[config.mk]
export PLATFORM = sky130hd
export DESIGN_NAME = timer_ctrl
export DESIGN_NICKNAME = d
export VERILOG_FILES = /design/src/rtl/timer_ctrl_pkg.sv /design/src/rtl/timer_ctrl_counter.sv /design/src/rtl/timer_ctrl.sv
export SDC_FILE = /design/constraint.sdc
export NUM_CORES = 1
export LEC_CHECK = 0
export BUFFER_PORTS_ARGS = -buffer_cell sky130_fd_sc_hd__buf_2
export CORE_UTILIZATION = 45
export DETAILED_ROUTE_END_ITERATION = 8
export HOLD_SLACK_MARGIN = 0.1
export PLACE_DENSITY = 0.8
export SETUP_SLACK_MARGIN = 0.1
export SLEW_MARGIN = 15
export SYNTH_ARGS = -nofsm -noshare
export SYNTH_HDL_FRONTEND = slang
export SYNTH_HIERARCHICAL = 1
export SYNTH_SLANG_ARGS = --single-unit
export TNS_END_PERCENT = 20
[constraint.sdc]
create_clock -name clk -period 2 [get_ports clk]
set_input_delay 0.3 -clock clk [delete_from_list [all_inputs] [get_ports clk]]
set_output_delay 0.3 -clock clk [all_outputs]
set_load 0.005 [all_outputs]
[src/rtl/timer_ctrl_pkg.sv]
// Shared types and constants for the timer controller and its counter datapath.
package timer_ctrl_pkg;
  localparam int   DEF_WIDTH     = 4;
  localparam logic MODE_ONESHOT  = 1'b0;
  localparam logic MODE_PERIODIC = 1'b1;

  typedef enum logic [2:0] {
    ST_IDLE,
    ST_ARMED,
    ST_RUN,
    ST_PAUSE,
    ST_DONE
  } state_e;
endpackage

[src/rtl/timer_ctrl_counter.sv]
// Counting datapath: clear / hold / increment register with a terminal compare.
// Knows nothing about modes or interrupts; the controller decides when to step.
module tc_counter #(
  parameter int WIDTH = 4
) (
  input  logic             clk,
  input  logic             rst_n,
  input  logic             clr,
  input  logic             hold,
  input  logic             en,
  input  logic [WIDTH-1:0] term_val,
  output logic [WIDTH-1:0] count,
  output logic             at_term
);
  logic [WIDTH-1:0] count_q, count_d;

  // clear beats hold, hold beats enable
  always_comb begin
    count_d = count_q;
    if (clr)             count_d = '0;
    else if (en && !hold) count_d = count_q + 1'b1;
  end

  always_ff @(posedge clk or negedge rst_n) begin
    if (!rst_n) count_q <= '0;
    else        count_q <= count_d;
  end

  assign count   = count_q;
  assign at_term = (count_q == term_val);
endmodule

[src/rtl/timer_ctrl.sv]
// One-shot / periodic timer with pause/resume, sticky interrupt and overrun flag.
module timer_ctrl
  import timer_ctrl_pkg::*;
#(
  parameter int WIDTH = DEF_WIDTH
) (
  input  logic             clk,
  input  logic             reset,
  input  logic             cfg_valid,
  output logic             cfg_ready,
  input  logic [WIDTH-1:0] cfg_period,
  input  logic             cfg_mode,
  input  logic             start,
  input  logic             stop,
  output logic [WIDTH-1:0] count,
  output logic             busy,
  output logic             irq,
  input  logic             irq_ack,
  output logic             overrun
);
  state_e           state_q, state_d;
  logic [WIDTH-1:0] period_q, period_d;
  logic             mode_q, mode_d;
  logic             irq_q, irq_d;
  logic             overrun_q, overrun_d;
  logic             cnt_clr, cnt_hold, cnt_en, at_term, term_evt, accept;

  assign cfg_ready = (state_q == ST_IDLE) || (state_q == ST_ARMED) || (state_q == ST_DONE);
  assign busy      = (state_q == ST_RUN) || (state_q == ST_PAUSE);
  assign accept    = cfg_valid && cfg_ready;
  assign cnt_hold  = (state_q != ST_RUN);

  always_comb begin
    state_d   = state_q;
    period_d  = period_q;
    mode_d    = mode_q;
    irq_d     = irq_q;
    overrun_d = overrun_q;
    cnt_clr   = 1'b0;
    cnt_en    = 1'b0;
    term_evt  = 1'b0;

    unique case (state_q)
      ST_IDLE: ;
      ST_ARMED, ST_DONE: begin
        // stop outranks start, and stop alone does nothing here
        if (start && !stop) begin
          state_d = ST_RUN;
          cnt_clr = 1'b1;
        end
      end
      ST_RUN: begin
        if (stop) begin
          state_d = ST_PAUSE;
        end else if (at_term) begin
          term_evt = 1'b1;
          if (mode_q == MODE_PERIODIC) cnt_clr = 1'b1;
          else                         state_d = ST_DONE;
        end else begin
          cnt_en = 1'b1;
        end
      end
      ST_PAUSE: begin
        if (stop) begin
          state_d = ST_ARMED;
          cnt_clr = 1'b1;
        end else if (start) begin
          state_d = ST_RUN;
        end
      end
      default: state_d = ST_IDLE;
    endcase

    // a terminal event coinciding with irq_ack keeps irq set and is not an overrun
    if (term_evt) begin
      irq_d = 1'b1;
      if (irq_q && !irq_ack) overrun_d = 1'b1;
    end else if (irq_ack) begin
      irq_d = 1'b0;
    end

    // accepted configuration only happens outside RUN, so it never races a terminal event
    if (accept) begin
      period_d  = cfg_period;
      mode_d    = cfg_mode;
      overrun_d = 1'b0;
      cnt_clr   = 1'b1;
      state_d   = ST_ARMED;
    end
  end

  always_ff @(posedge clk or negedge reset) begin
    if (!reset) begin
      state_q   <= ST_IDLE;
      period_q  <= '0;
      mode_q    <= MODE_ONESHOT;
      irq_q     <= 1'b0;
      overrun_q <= 1'b0;
    end else begin
      state_q   <= state_d;
      period_q  <= period_d;
      mode_q    <= mode_d;
      irq_q     <= irq_d;
      overrun_q <= overrun_d;
    end
  end

  tc_counter #(.WIDTH(WIDTH)) u_cnt (
    .clk     (clk),
    .rst_n   (reset),
    .clr     (cnt_clr),
    .hold    (cnt_hold),
    .en      (cnt_en),
    .term_val(period_q),
    .count   (count),
    .at_term (at_term)
  );

  assign irq     = irq_q;
  assign overrun = overrun_q;
endmodule

# [Yosys cells after proc, flatten, opt, wreduce, memory -nomap -nowiden]
# Index checks and enable logic that the tools add are counted.
[op_classes] n_eq_ne=11 muxes=28 reduce_logical=18 addsub=1
[ops] op="2-to-1 mux 3 bit" count=7
[ops] op="2-to-1 mux 1 bit" count=17
[ops] op="inequality test 4 bit (second input constant)" count=3
[ops] op="one-hot mux 3 bit (4 select lines)" count=1
[ops] op="2-to-1 mux 4 bit" count=2
[ops] op="nonzero test 2 bit" count=4
[ops] op="equality test 3 x 2 -> 1 bit (second input constant)" count=2
[ops] op="AND reduction 5 bit" count=1
[ops] op="adder 4 x 1 -> 4 bit (second input constant)" count=1
[ops] op="equality test 4 bit" count=1
[ops] op="logical AND 1 bit" count=4
[ops] op="equality test 3 x 1 -> 1 bit (second input constant)" count=1
[ops] op="equality test 3 bit (second input constant)" count=1
[ops] op="zero test 1 bit" count=3
[ops] op="zero test 3 bit" count=1
[ops] op="logical OR 1 bit" count=3
[ops] op="inequality test 3 x 2 -> 1 bit (second input constant)" count=1
[ops] op="inequality test 3 bit (second input constant)" count=1
[ops] op="one-hot mux 1 bit (3 select lines)" count=1
[ops] op="inequality test 2 bit (second input constant)" count=1
[ops] op="AND reduction 2 bit" count=1
[ops] op="OR reduction 2 bit" count=1
[word_totals] output_inout_bits=8 word_cells=64 register_bits=14

# [Depth between registers and ports, before layout]
[logic_depth] word_depth=7 depth_mapped=6 mapped_depth_nobuf=6

# [Hierarchy]
# The synthesis kept the hierarchy.
[by_module_without_submodules] module="timer_ctrl" area_per_inst_um2=506.7 cells_per_inst=46 seq_area_each_um2=250.2 instances=1
[by_module_without_submodules] module="tc_counter" area_per_inst_um2=235.2 cells_per_inst=22 seq_area_each_um2=100.1 instances=1

# [Worst setup path before layout]
# Ideal clock, no wire load.
[synth_path] path_kind="flip-flop to flip-flop" start="register state_q[2]" end="register u_cnt.count_q[3] (netlist: u_cnt/count[3])" stages_incl_launch_ff=6 n_path_buf=0 required_time_ns=1.922 setup_time_ns=0.078 arrival_time_ns=1.740 setup_slack_ns=0.182 cell_sequence="dfrtp_1 -> or3b_4 -> nor3_1 -> nand2b_4 -> or3_1 -> a21oi_1"
[synth_between] word_cells_on_any_way=17 classes_between="5 x eq/ne; 4 x mux; 8 x reduce/logical"
[synth_rtl] item="start, declared" line_no="timer_ctrl.sv:21" text="state_e state_q, state_d;"
[synth_rtl] item="start signal, assigned" line_no="timer_ctrl.sv:100" text="state_q <= state_d;"
[synth_rtl] item="inequality test 3 x 2 -> 1 bit" line_no="timer_ctrl.sv:31" text="assign cnt_hold = (state_q != ST_RUN);"
[synth_rtl] item="named net cnt_hold" line_no="timer_ctrl.sv:26" text="logic cnt_clr, cnt_hold, cnt_en, at_term, term_evt, accept;"
[synth_rtl] item="zero test 1 bit" line_no="timer_ctrl_counter.sv:21" text="else if (en && !hold) count_d = count_q + 1'b1;"
[synth_rtl] item="logical AND 1 bit" line_no="timer_ctrl_counter.sv:21"
[synth_rtl] item="nonzero test 2 bit (no line)"
[synth_rtl] item="end signal, assigned" line_no="timer_ctrl_counter.sv:26" text="else count_q <= count_d;"
[synth_rtl] item="end, declared" line_no="timer_ctrl_counter.sv:15" text="logic [WIDTH-1:0] count_q, count_d;"
# The timed path passes the listed nets, and every way through them passes these cells.
# A chain may end at the register's enable or synchronous reset.

# [Worst setup path after layout]
[layout_path] start="register state_q[0]" end="register u_cnt.count_q[3] (netlist: u_cnt/count[3])"
# The elaborated chain is that of the path after synthesis.

==> results <==
- The iteration-0 DRC count of the detailed router is 14.
- The part of the total power dissipated in combinational logic is 19.5%.
- The delay of the slowest cell on the worst path is 0.45 ns.
- The run finished with clean final reports.
- Once detail routing completed, the nets flagged for antenna violations numbered 0.
- STA classifies the critical path startpoint as a flip-flop.
- The sequential area share after synthesis is 47.2%.
- The synthesized instance count is 68.
- The sum of internal, switching and leakage power is approximately 0.66 mW.
- The number of iterations in the first detailed-routing pass is 4.
- Along the worst path, the maximum fanout reaches 7.
- The final-report hold violation count is 0.
- The class of the tightest hold or removal check is in -> reg.
- The total congestion overflow is 0.
- In this run, CTS created clock tree buffers numbering 3.
- The total internal power is around 0.49 mW.
- The mean post-synth cell area is ~11 µm².
- The clock network latency to the later pin of the worst-skew pair is 0.28 ns.
- The post-route netlist has between 40% and 50% of its cells at a drive strength greater than 1.
- The final-report max-slew violation count is 0.
- The minimum clock period after layout is approximately 1.8 ns.
- The fraction of synthesized area in multiplexers is 8.94%.
- The die covers 1820 µm².
- The mapped netlist covers 742 µm².
- The setup slack of the worst register-to-register path is 0.20 ns.
- The via count of the first global-routing pass is 562.
- Summed over all cells, the static leakage comes to 0.471 nW.
- For this design the ratio of total power to cell area is 716 nW/µm².
- Setup repair after global routing left no endpoint under its margin.
- The layout net count is 106.
- The worst-case IR drop observed on VDD is 0.501 mV.
- The hold path depth is 2.
- The via density per instance is 5.58.
- Global routing consumed, over all layers together, 18.4% of the routing resources.
- The worst endpoint required time is 2.21 ns.
- The utilization of the core after routing is 60.8%.
- Once the floorplan was initialized, standard cells occupied 48.7% of the core.
- The switching share of total power is 26.7%.
- Summing the areas of all xor and xnor instances in the mapped netlist gives between 7 and 8% of the synthesized area.
- On the final layout, the worst clock skew is 0.00131 ns.
- The standard cell core area is 1520 µm².
- The end of the worst hold path is overrun.
- The number of buffer and inverter instances along the worst setup path is 1.
- The clock tree from TritonCTS is done.
- After clock tree synthesis, the clock-pin slew on the worst setup and hold paths is 0.08 ns.
- Among all flip-flop cells after synthesis, the most frequent one is sky130_fd_sc_hd__dfrtp_1.
- The number of antenna violations at the first check in global routing is 0.
- The worst relative slew slack is 80.1%.
- After routing, the total negative slack on setup checks comes to 0 ns.
- The floorplan die width is around 43 µm.
- For this run, asynchronously set or reset flops after synthesis account for 100%.
- The repair_antennas step left the layout with diodes totalling 0.
- 19 I/O pins were placed.
- Counting every net in the synthesized netlist gives 80.
- The category of the most critical setup path is reg -> reg.
- In the final routed layout, each cell accounts on average for 13.0 µm.
- Walking the worst path, the cells encountered are or3b_4 -> nor3_2 -> buf_4 -> nand2b_4 -> or3_1 -> a21oi_1.
- After Yosys synthesis, full adders, half adders and majority gates account for 1.69% of the synthesized area.
- The end of the worst register-to-register path is u_cnt/count[3].
- The final critical path takes up 90.0% of the cycle.
- The port buffer count is 18.
- The final RePlAce weighted congestion is 0.821.
- The cell family with the largest share of critical-path delay is simple AND/OR/NAND/NOR gates.
- Yosys printed 6 warnings.
- The number of flops mapped to enable cells by yosys is 0.
- Summing over every cut layer, the via total after detailed routing is 608.
- In this run, synthesis produced a sequential element count of 14.
- Sequential cells account for 49.9% of the total power.
- The final setup violation count is 0.
- The simple logic cell fraction of the synthesized area is 17.4%.
- The overall routed net length is ~1.4 mm.
- The slowest stage of the critical path is the sky130_fd_sc_hd__dfrtp_2 cell.
- The placed wire-length estimate is 1.14 mm.
- The switching power is 0.177 mW.
- After synthesis, the largest family of logic cells by area is simple AND/OR/NAND/NOR gates.
- The cell chosen for the clock root is sky130_fd_sc_hd__clkbuf_4.
- The startpoint of the most critical hold path is cfg_valid.
- The arrival time at the worst endpoint is ~2.0 ns.
- The post-synthesis to final-layout area growth is 24.8%.
- In this run the post-CTS setup repair buffer count came out at 0.
- In this run the core area contains 14 standard-cell rows.
- The overall die height is 42.6 µm.
- Entering global routing, the biggest net connects 15 pins.
- The global-route wire length before repair is 2.45 mm.
- The number of buffers between clock root and the deepest sink is 2.
- Across the run, the number of max-cap violations was 0.
- Yosys mapped the design onto 31 distinct sky130hd cell types.
- The H-tree level count is 1.
- In this run the critical register-to-register path is launched from state_q[0].
- For this run, design rule violations remaining after detail routing come to 0.
- The upper clock frequency limit is around 560 MHz.
- The transition time of the tightest slew-check pin is 0.299 ns.
- The clock network fraction of design power is 30.7%.
- The number of cells on the worst reg-to-reg path is 6.
- The element type at the critical path end is a flip-flop.
- The clock net in this run drives a total of 14 sinks.
- The area fraction in compound gates after synthesis is 14.7%.
==> area by class of cell <==
cell class	instances	area, µm²
sequential	14	353
tap	16	20.0
inverter	3	11.3
timing repair buffer	22	123
multi-input combinational	50	383
fill	134	598
clock buffer	4	36.3
==> per-layer routing <==
layer	vias to the layer above	GRT usage, %	wire length [µm]	part of all wire (%)
met5	-	0	0	0
met4	0	5.63	24	1.7
met3	2	5.17	68	4.8
met2	20	30.5	737	52
met1	287	23.3	591	42
li1	299	-	-	-
==> through the flow <==
stage / hold WS (ns) / instance area [µm²] / setup WS (ns) / std cells
global route: 0.235 / 926 / 0.0798 / 109
finish: 0.236 / 926 / 0.200 / 109
global placement: 0.200 / 863 / 0.204 / 104
detailed placement: 0.204 / 863 / 0.161 / 104
floorplan: 0.00441 / 742 / 0.182 / 68
CTS: 0.229 / 910 / 0.153 / 109
==> Yosys cell counts, types with 2 or more instances <==
master,instances,area (µm²)
sky130_fd_sc_hd__o21ai_0,2,10.0
sky130_fd_sc_hd__nor2_1,4,15.0
sky130_fd_sc_hd__xor2_1,6,52.6
sky130_fd_sc_hd__mux2_2,5,56.3
sky130_fd_sc_hd__nand2_1,4,15.0
sky130_fd_sc_hd__nor2b_1,2,12.5
sky130_fd_sc_hd__a211oi_1,2,15.0
sky130_fd_sc_hd__inv_1,3,11.3
sky130_fd_sc_hd__dfrtp_1,14,350
sky130_fd_sc_hd__nand3_1,2,10.0
sky130_fd_sc_hd__a21oi_1,4,20.0
==> power groups by stage <==
stage	combinational (mW)	clock (mW)	sequential (mW)
after detailed placement	0.123	0	0.336
after global routing	0.143	0.224	0.334
final	0.129	0.203	0.331
after floorplan	0.0874	0	0.330
after CTS	0.125	0.207	0.330
after global placement	0.118	0	0.334
==> layout by cell type (no fill, tap or decap), types with 2 or more instances in the layout <==
| cell | count |
|---|---|
| sky130_fd_sc_hd__buf_4 | 3 |
| sky130_fd_sc_hd__inv_1 | 3 |
| sky130_fd_sc_hd__o21ai_0 | 2 |
| sky130_fd_sc_hd__xor2_1 | 6 |
| sky130_fd_sc_hd__nor2_1 | 4 |
| sky130_fd_sc_hd__dfrtp_1 | 12 |
| sky130_fd_sc_hd__a211oi_1 | 2 |
| sky130_fd_sc_hd__buf_2 | 18 |
| sky130_fd_sc_hd__nand3_1 | 2 |
| sky130_fd_sc_hd__nand2_1 | 4 |
| sky130_fd_sc_hd__nor2b_1 | 2 |
| sky130_fd_sc_hd__clkbuf_4 | 3 |
| sky130_fd_sc_hd__dfrtp_2 | 2 |
| sky130_fd_sc_hd__mux2_2 | 5 |
| sky130_fd_sc_hd__a21oi_1 | 4 |
==> kinds of logic (layout without fill, tap and decap cells) <==
family	Yosys count	count (layout)
compound gates	16	16
flops	14	14
mux	6	6
xor+xnor	6	6
simple gates	21	21
fa+ha+maj	1	1
buf+inv	4	29
==> worst max path at each step <==
stage | startpoint | endpoint | cells after the start
after floorplan | state_q[2] | u_cnt/count[3] | 5
after global placement | u_cnt/count[1] | state_q[1] | 6
after detailed placement | u_cnt/count[0] | state_q[1] | 6
after CTS | u_cnt/count[0] | state_q[1] | 6
after global routing | u_cnt/count[2] | u_cnt/count[3] | 6
final | state_q[0] | u_cnt/count[3] | 6
==> flip-flops by register name, indices dropped and copies added (netlist names) <==
name	cells
irq	1
mode_q	1
overrun	1
period_q	4
state_q	3
u_cnt/count	4
==> timing repair <==
item / CTS / global route
setup endpoints to repair: 0 / 5
hold endpoints to repair: 14 / 0
hold buffers: 1 / 0
gates resized for setup: 0 / 5
No activity file was read; power rests on OpenSTA's default activity.
